`config.mk`:
```
export PLATFORM = sky130hd
export DESIGN_NAME = i4040_addr_stack_flat
export DESIGN_NICKNAME = d
export VERILOG_FILES = /design/src/rtl/mcs4.sv /design/src/rtl/i4040_addr_stack_if.sv /design/src/rtl/i4040_ret_stack.sv /design/src/rtl/i4040_addr_stack.sv /design/src/flat_wrapper.sv
export SDC_FILE = /design/constraint.sdc
export NUM_CORES = 1
export LEC_CHECK = 0
export CAP_MARGIN = 20
export CORE_ASPECT_RATIO = 0.6
export CORE_MARGIN = 3
export CORE_UTILIZATION = 59
export CTS_CLUSTER_DIAMETER = 50
export DETAILED_ROUTE_END_ITERATION = 6
export PLACE_DENSITY = 0.89
export SYNTH_ARGS = -nofsm -noshare
export SYNTH_HDL_FRONTEND = slang
export SYNTH_SLANG_ARGS = --single-unit
```
`constraint.sdc`:
```
create_clock -name clk -period 2.7 [get_ports clk]
set_input_delay 0.27 -clock clk [delete_from_list [all_inputs] [get_ports clk]]
set_output_delay 0.27 -clock clk [all_outputs]
set_load 0.1 [all_outputs]
```
`src/rtl/mcs4.sv`:
```
// Shared MCS-4 types: instruction sub-cycles, data-bus nibble, PC commands and
// the constants used by the program-address logic.
package mcs4;

  typedef enum logic [2:0] {
    A1, A2, A3, M1, M2, X1, X2, X3
  } instr_cyc_t;

  typedef logic [3:0] char_t;

  // Encodings 6 and 7 are undefined and are executed as PC_INC.
  typedef enum logic [2:0] {
    PC_INC  = 3'd0,
    PC_JUMP = 3'd1,
    PC_PAGE = 3'd2,
    PC_CALL = 3'd3,
    PC_RET  = 3'd4,
    PC_HOLD = 3'd5
  } pc_cmd_t;

  localparam int Stack_depth_max = 16;
  localparam int Page_bits       = 8;

endpackage

```
`src/rtl/i4040_addr_stack_if.sv`:
```
// Bus between the instruction sequencer (master) and the program-address
// block (slave).
interface i4040_addr_stack_if #(
  parameter int ADDR_W = 12,
  parameter int DEPTH  = 8
);
  import mcs4::*;

  localparam int LVL_W = $clog2(DEPTH) + 1;

  instr_cyc_t        icyc;
  pc_cmd_t           cmd;
  logic [ADDR_W-1:0] tgt_addr;
  logic              clr_flags;
  logic [ADDR_W-1:0] pc;
  char_t             addr_nib;
  logic              end_of_page;
  logic [LVL_W-1:0]  stack_lvl;
  logic              stack_ovf;
  logic              stack_unf;

  modport master (
    output icyc, cmd, tgt_addr, clr_flags,
    input  pc, addr_nib, end_of_page, stack_lvl, stack_ovf, stack_unf
  );

  modport slave (
    input  icyc, cmd, tgt_addr, clr_flags,
    output pc, addr_nib, end_of_page, stack_lvl, stack_ovf, stack_unf
  );

endinterface

```
`src/rtl/i4040_ret_stack.sv`:
```
// Circular return-address store: a full stack overwrites its oldest entry and
// an empty stack still pops the wrapped slot; both cases raise sticky flags.
module i4040_ret_stack #(
  parameter int ADDR_W = 12,
  parameter int DEPTH  = 8,
  localparam int PTR_W = $clog2(DEPTH),
  localparam int LVL_W = PTR_W + 1
) (
  input  logic              clk,
  input  logic              rst_n,
  input  logic              push,
  input  logic              pop,
  input  logic              clr_flags,
  input  logic [ADDR_W-1:0] push_data,
  output logic [ADDR_W-1:0] pop_data,
  output logic [LVL_W-1:0]  stack_lvl,
  output logic              stack_ovf,
  output logic              stack_unf
);

  logic [ADDR_W-1:0] mem [DEPTH];
  logic [PTR_W-1:0]  wp;
  logic              full;
  logic              empty;

  assign full     = (stack_lvl == LVL_W'(DEPTH));
  assign empty    = (stack_lvl == '0);
  assign pop_data = mem[wp - 1'b1];

  always_ff @(posedge clk) begin
    if (!rst_n) begin
      wp        <= '0;
      stack_lvl <= '0;
      stack_ovf <= 1'b0;
      stack_unf <= 1'b0;
      // NOTE: the store is small and its reset contents are architecturally
      // visible (a pop from an empty stack returns a slot), so it is cleared.
      for (int i = 0; i < DEPTH; i++) mem[i] <= '0;
    end else begin
      if (push) begin
        mem[wp] <= push_data;
        wp      <= wp + 1'b1;
        if (!full) stack_lvl <= stack_lvl + 1'b1;
      end else if (pop) begin
        wp <= wp - 1'b1;
        if (!empty) stack_lvl <= stack_lvl - 1'b1;
      end
      // A flag-setting event in the same cycle as clr_flags keeps the flag set.
      stack_ovf <= (push && full)  || (stack_ovf && !clr_flags);
      stack_unf <= (pop  && empty) || (stack_unf && !clr_flags);
    end
  end

endmodule

```
`src/rtl/i4040_addr_stack.sv`:
```
// Program counter for the 4040 core: command captured at X2, applied at X3,
// plus the address-nibble mux driven onto the data bus during A1..A3.
module i4040_addr_stack
  import mcs4::*;
#(
  parameter int ADDR_W = 12,
  parameter int DEPTH  = 8
) (
  input logic                clk,
  input logic                rst_n,
  i4040_addr_stack_if.slave  bus
);

  if (ADDR_W != 8 && ADDR_W != 12) begin : g_bad_addr_w
    $error("i4040_addr_stack: ADDR_W must be 8 or 12");
  end
  if (DEPTH < 2 || DEPTH > Stack_depth_max || (DEPTH & (DEPTH - 1)) != 0) begin : g_bad_depth
    $error("i4040_addr_stack: DEPTH must be a power of two in 2..16");
  end

  pc_cmd_t           cmd_q;
  logic [ADDR_W-1:0] tgt_q;
  logic [ADDR_W-1:0] pc_q;
  logic [ADDR_W-1:0] pc_next;
  logic [ADDR_W-1:0] inc;
  logic [ADDR_W-1:0] page_addr;
  logic [ADDR_W-1:0] ret_addr;
  logic [11:0]       pc_ext;
  logic              push;
  logic              pop;
  char_t             nib;

  // NOTE: sequential state uses non-blocking assignments so every register
  // samples pre-edge values regardless of process ordering.
  always_ff @(posedge clk) begin
    if (!rst_n) begin
      cmd_q <= PC_HOLD;
      tgt_q <= '0;
    end else if (bus.icyc == X2) begin
      cmd_q <= bus.cmd;
      tgt_q <= bus.tgt_addr;
    end
  end

  always_comb begin
    // NOTE: every output of this block gets a default first, so no path can
    // leave one unassigned and infer a latch.
    inc       = pc_q + 1'b1;
    page_addr = inc;
    page_addr[Page_bits-1:0] = tgt_q[Page_bits-1:0];
    pc_next   = pc_q;
    push      = 1'b0;
    pop       = 1'b0;
    if (bus.icyc == X3) begin
      case (cmd_q)
        PC_INC:  pc_next = inc;
        PC_JUMP: pc_next = tgt_q;
        PC_PAGE: pc_next = page_addr;
        PC_CALL: begin
          pc_next = tgt_q;
          push    = 1'b1;
        end
        PC_RET: begin
          pc_next = ret_addr;
          pop     = 1'b1;
        end
        PC_HOLD: pc_next = pc_q;
        default: pc_next = inc;
      endcase
    end
  end

  always_ff @(posedge clk) begin
    if (!rst_n) pc_q <= '0;
    else        pc_q <= pc_next;
  end

  i4040_ret_stack #(
    .ADDR_W (ADDR_W),
    .DEPTH  (DEPTH)
  ) u_ret_stack (
    .clk       (clk),
    .rst_n     (rst_n),
    .push      (push),
    .pop       (pop),
    .clr_flags (bus.clr_flags),
    .push_data (inc),
    .pop_data  (ret_addr),
    .stack_lvl (bus.stack_lvl),
    .stack_ovf (bus.stack_ovf),
    .stack_unf (bus.stack_unf)
  );

  // Zero-extending to 12 bits makes the A3 nibble read 0 in the 8-bit build.
  assign pc_ext = 12'(pc_q);

  always_comb begin
    nib = 4'h0;
    case (bus.icyc)
      A1:      nib = pc_ext[3:0];
      A2:      nib = pc_ext[7:4];
      A3:      nib = pc_ext[11:8];
      default: nib = 4'h0;
    endcase
  end

  assign bus.pc          = pc_q;
  assign bus.addr_nib    = nib;
  assign bus.end_of_page = &pc_q[7:0];

endmodule

```
`src/flat_wrapper.sv`:
```
// flat-port wrapper written by rule: the top's interface ports become plain ports
module i4040_addr_stack_flat import mcs4::*;
#(
  parameter int ADDR_W = 12,
  parameter int DEPTH  = 8
)
  (clk, rst_n, bus_icyc, bus_cmd, bus_tgt_addr, bus_clr_flags, bus_pc, bus_addr_nib, bus_end_of_page, bus_stack_lvl, bus_stack_ovf, bus_stack_unf);
  i4040_addr_stack_if #(.ADDR_W(ADDR_W), .DEPTH(DEPTH)) bus_i ();
  input logic clk;
  input logic rst_n;
  input wire logic [$bits(bus_i.icyc)-1:0] bus_icyc;
  input wire logic [$bits(bus_i.cmd)-1:0] bus_cmd;
  input wire logic [$bits(bus_i.tgt_addr)-1:0] bus_tgt_addr;
  input wire logic [$bits(bus_i.clr_flags)-1:0] bus_clr_flags;
  output wire logic [$bits(bus_i.pc)-1:0] bus_pc;
  output wire logic [$bits(bus_i.addr_nib)-1:0] bus_addr_nib;
  output wire logic [$bits(bus_i.end_of_page)-1:0] bus_end_of_page;
  output wire logic [$bits(bus_i.stack_lvl)-1:0] bus_stack_lvl;
  output wire logic [$bits(bus_i.stack_ovf)-1:0] bus_stack_ovf;
  output wire logic [$bits(bus_i.stack_unf)-1:0] bus_stack_unf;
  assign bus_i.icyc = bus_icyc;
  assign bus_i.cmd = bus_cmd;
  assign bus_i.tgt_addr = bus_tgt_addr;
  assign bus_i.clr_flags = bus_clr_flags;
  assign bus_pc = bus_i.pc;
  assign bus_addr_nib = bus_i.addr_nib;
  assign bus_end_of_page = bus_i.end_of_page;
  assign bus_stack_lvl = bus_i.stack_lvl;
  assign bus_stack_ovf = bus_i.stack_ovf;
  assign bus_stack_unf = bus_i.stack_unf;
  i4040_addr_stack #(.ADDR_W(ADDR_W), .DEPTH(DEPTH)) u_core (.clk(clk), .rst_n(rst_n), .bus(bus_i));
endmodule
```
==> metrics.txt <==
RSZ-0062 raised after global routing false; critical path launch point type flop; M1 GR Usage 44.48%; PostCTS Resize Cnt 0; FF+latch count, synth 132; clock sink count 132; Post-DP Area 6907 um2; fmax 405.2 MHz; Max Cap Viol 0; post-synthesis simple-gate area fraction 15.30%; Comb pwr share 5.9%; Port-buffer cells 43; largest net degree at the start of global routing 29; worst slew pin tran 1034 ps; crit end category flop; total power 0.005351 W; final net count 629; Adder-Cell Fraction of Synth Area 1.018%; Area Growth Syn to Fin 23.81%; Worst Setup Slack, final 232.0 ps; YS warnings 0; Post-CTS Setup Repair Bufs 0; Synth cell types 52; Slew HR 30.55%; main combinational cell family by area after synthesis simple AND/OR/NAND/NOR gates; row cnt 28; critical path required time 3010 ps; Worst Path Buf+Inv 2; final instance area 7606 um2; CTS buffer count 17; run status finished, final reports clean; DRC viols 0; Root Buffer clkbuf_16; Setup TNS Final 0 ps; crit-path cells inv_1 -> ha_1 -> buf_4 -> mux4_2 -> a22oi_1 -> o211ai_1 -> o211a_1; hold slack 397.4 ps; final number of max-transition violations 0; Vias per Instance 6.373; Overflow after GRT 0; CTS tree done; Die Width 137.7 um; WL final 17.28 mm; Synth Area in Compound Gates 8.635%; Sw Share 21.74%; Critical Path AT 2780 ps; deepest clock path buffer count 2; I/O pin cnt 44; Crit Path Class flop to flop; fraction of layout cells with a size suffix above 1 22.73%; syn_area_per_cell 11.50 um2; met3 Usage GRT 12.09%; Place WS 126.2 ps; WL per Instance 23.01 um; slowest cell delay on critical path 540 ps; vias 4786; first-pass GRT wire length 27.02 mm; initial antenna violation count 0; multiplexer share of the synthesized area 10.61%; worst-path fanout max 12; Sw Pwr 0.001163 W; EDFF count, synth 96; Worst Hold Class input port to flop; core box area 9985 um2; initial DRC count 764; met2 Use GR 46.11%; VDD IR-drop max 0.8263 mV; critical path's top delay family compound AO/OA/AOI/OAI gates; Cell Int Power 0.004188 W; first drt pass iteration count 6; busiest layer in global routing met2; Setup Skew 10.52 ps; die area 11710 um2; syn nets 560; Clock power frac 51.7%; Main synth FF type edfxtp_1; Seq/Total Area, Yosys 58.66%; vias in the first global route 4701; min Tclk post-route 2468 ps; Final Setup Violations 0; effective utilization at floorplan 61.53%; cts hold-fix bufs 0; gr usage total 31.40%; PD cells 703.5 nW/um2; Die Ht 85.04 um; final hold viol count 0; post-DP HPWL 11.78 mm; clock latency at the later pin of the worst-skew pair 430 ps; H-tree depth 4; GP Congestion 1.031; ANT cells 0; FFs w/ async S/R, synth 0%; period utilization 91.41%; post-synthesis xor/xnor area fraction 2.403%; Flop pwr share 42.3%; ANT nets after route 0; mapped cell area 6143 um2; Syn Inst Count 534; leakage power 2.740 nW; Clock Pin Slew Worst Setup and Hold Paths 70 ps; Slowest cell on crit path ha_1
[state kept, by name (all words and copies together) (netlist names)]
register and count:
u_core.tgt_q 12, u_core.bus.pc 12, u_core.cmd_q 3, u_core.u_ret_stack.stack_unf 1, u_core.u_ret_stack.stack_lvl 4, u_core.u_ret_stack.wp 3, u_core.u_ret_stack.mem 96, u_core.u_ret_stack.stack_ovf 1
[cell type report]
cell class / instances / area, um2
fill: 596 / 2379
tap: 135 / 168.9
inverter: 10 / 37.54
clock inverter: 14 / 270.3
timing repair buffer: 85 / 750.7
clock buffer: 18 / 429.2
multi-input combinational: 357 / 2342
sequential: 132 / 3607
[tightest hold or removal path, delay by kind of cell]
| kind | cells | cell delay (ps) |
|---|---|---|
| buffers and inverters | 1 | 390 |
| and+or+nand+nor | 1 | 50 |
| AOI/OAI and AO/OA | 1 | 50 |
[layout by cell type, fill, tap and decap left out, types with 6 or more instances in the layout]
cell,count
a21oi_1,30
a22oi_1,6
buf_4,60
bufinv_16,7
clkbuf_16,17
clkdlybuf4s50_1,20
dfxtp_1,33
edfxtp_1,96
inv_1,9
mux2i_1,10
mux4_2,24
nand2_1,47
nand3_1,13
nor2_1,126
o21ai_0,12
xnor2_1,7
xor2_1,8
[layer usage]
metal	up-vias	share of wire (%)	wire length, um
li1	2071	-	-
met2	368	45	7805
met1	2302	39	6814
met5	-	0	0
met4	0	1.7	301
met3	45	14	2357
[through the flow]
step                      utilization [%]  cells
after floorplan                         -    534
after detailed placement            69.17    719
after global placement              69.17    719
after global routing                76.18    751
after CTS                           76.18    751
final                               76.18    751
[synthesized netlist by cell type (6+ instances only)]
cell type | count | area (um2)
inv_1 | 9 | 33.78
dfxtp_1 | 36 | 720.7
mux4_2 | 24 | 540.5
xor2_1 | 8 | 70.07
xnor2_1 | 7 | 61.31
clkbuf_1 | 18 | 67.56
nand2_1 | 47 | 176.4
edfxtp_1 | 96 | 2883
nand3_1 | 13 | 65.06
mux2i_1 | 10 | 100.1
buf_2 | 13 | 65.06
o21ai_0 | 12 | 60.06
nor2_1 | 130 | 488.0
a22oi_1 | 6 | 45.04
a21oi_1 | 30 | 150.1
[power by group through the flow]
stage / combinational [W] / clock, W / sequential, W
finish: 0.000318 / 0.00277 / 0.00227
global route: 0.000335 / 0.00287 / 0.00227
CTS: 0.000312 / 0.00277 / 0.00226
detailed placement: 0.000307 / 0 / 0.00230
global placement: 0.000296 / 0 / 0.00230
floorplan: 0.000154 / 0 / 0.00232
[final timing paths]
check	from	endpoint	slack, ps	cells past startpoint
worst min register to register	u_core.tgt_q[7]$_SDFFE_PN0N_	u_core.tgt_q[7]$_SDFFE_PN0N_	470	2
worst max register to register	u_core.u_ret_stack.wp[1]$_SDFFE_PN0P_	u_core.bus.pc[11]$_SDFFE_PN0P_	230	7
worst max-delay path	u_core.u_ret_stack.wp[1]$_SDFFE_PN0P_	u_core.bus.pc[11]$_SDFFE_PN0P_	230	7
worst min-delay path	bus_tgt_addr[10]	u_core.tgt_q[10]$_SDFFE_PN0N_	400	3
[kinds of logic after synthesis]
logic type               Yosys count
AO/OA/AOI/OAI                     80
buffers and inverters             45
XOR/XNOR                          16
flip-flops                       132
adder cells (fa/ha/maj)            5
AND/OR/NAND/NOR                  221
multiplexers                      35
Note: power is estimated with default switching activity, not from simulation.
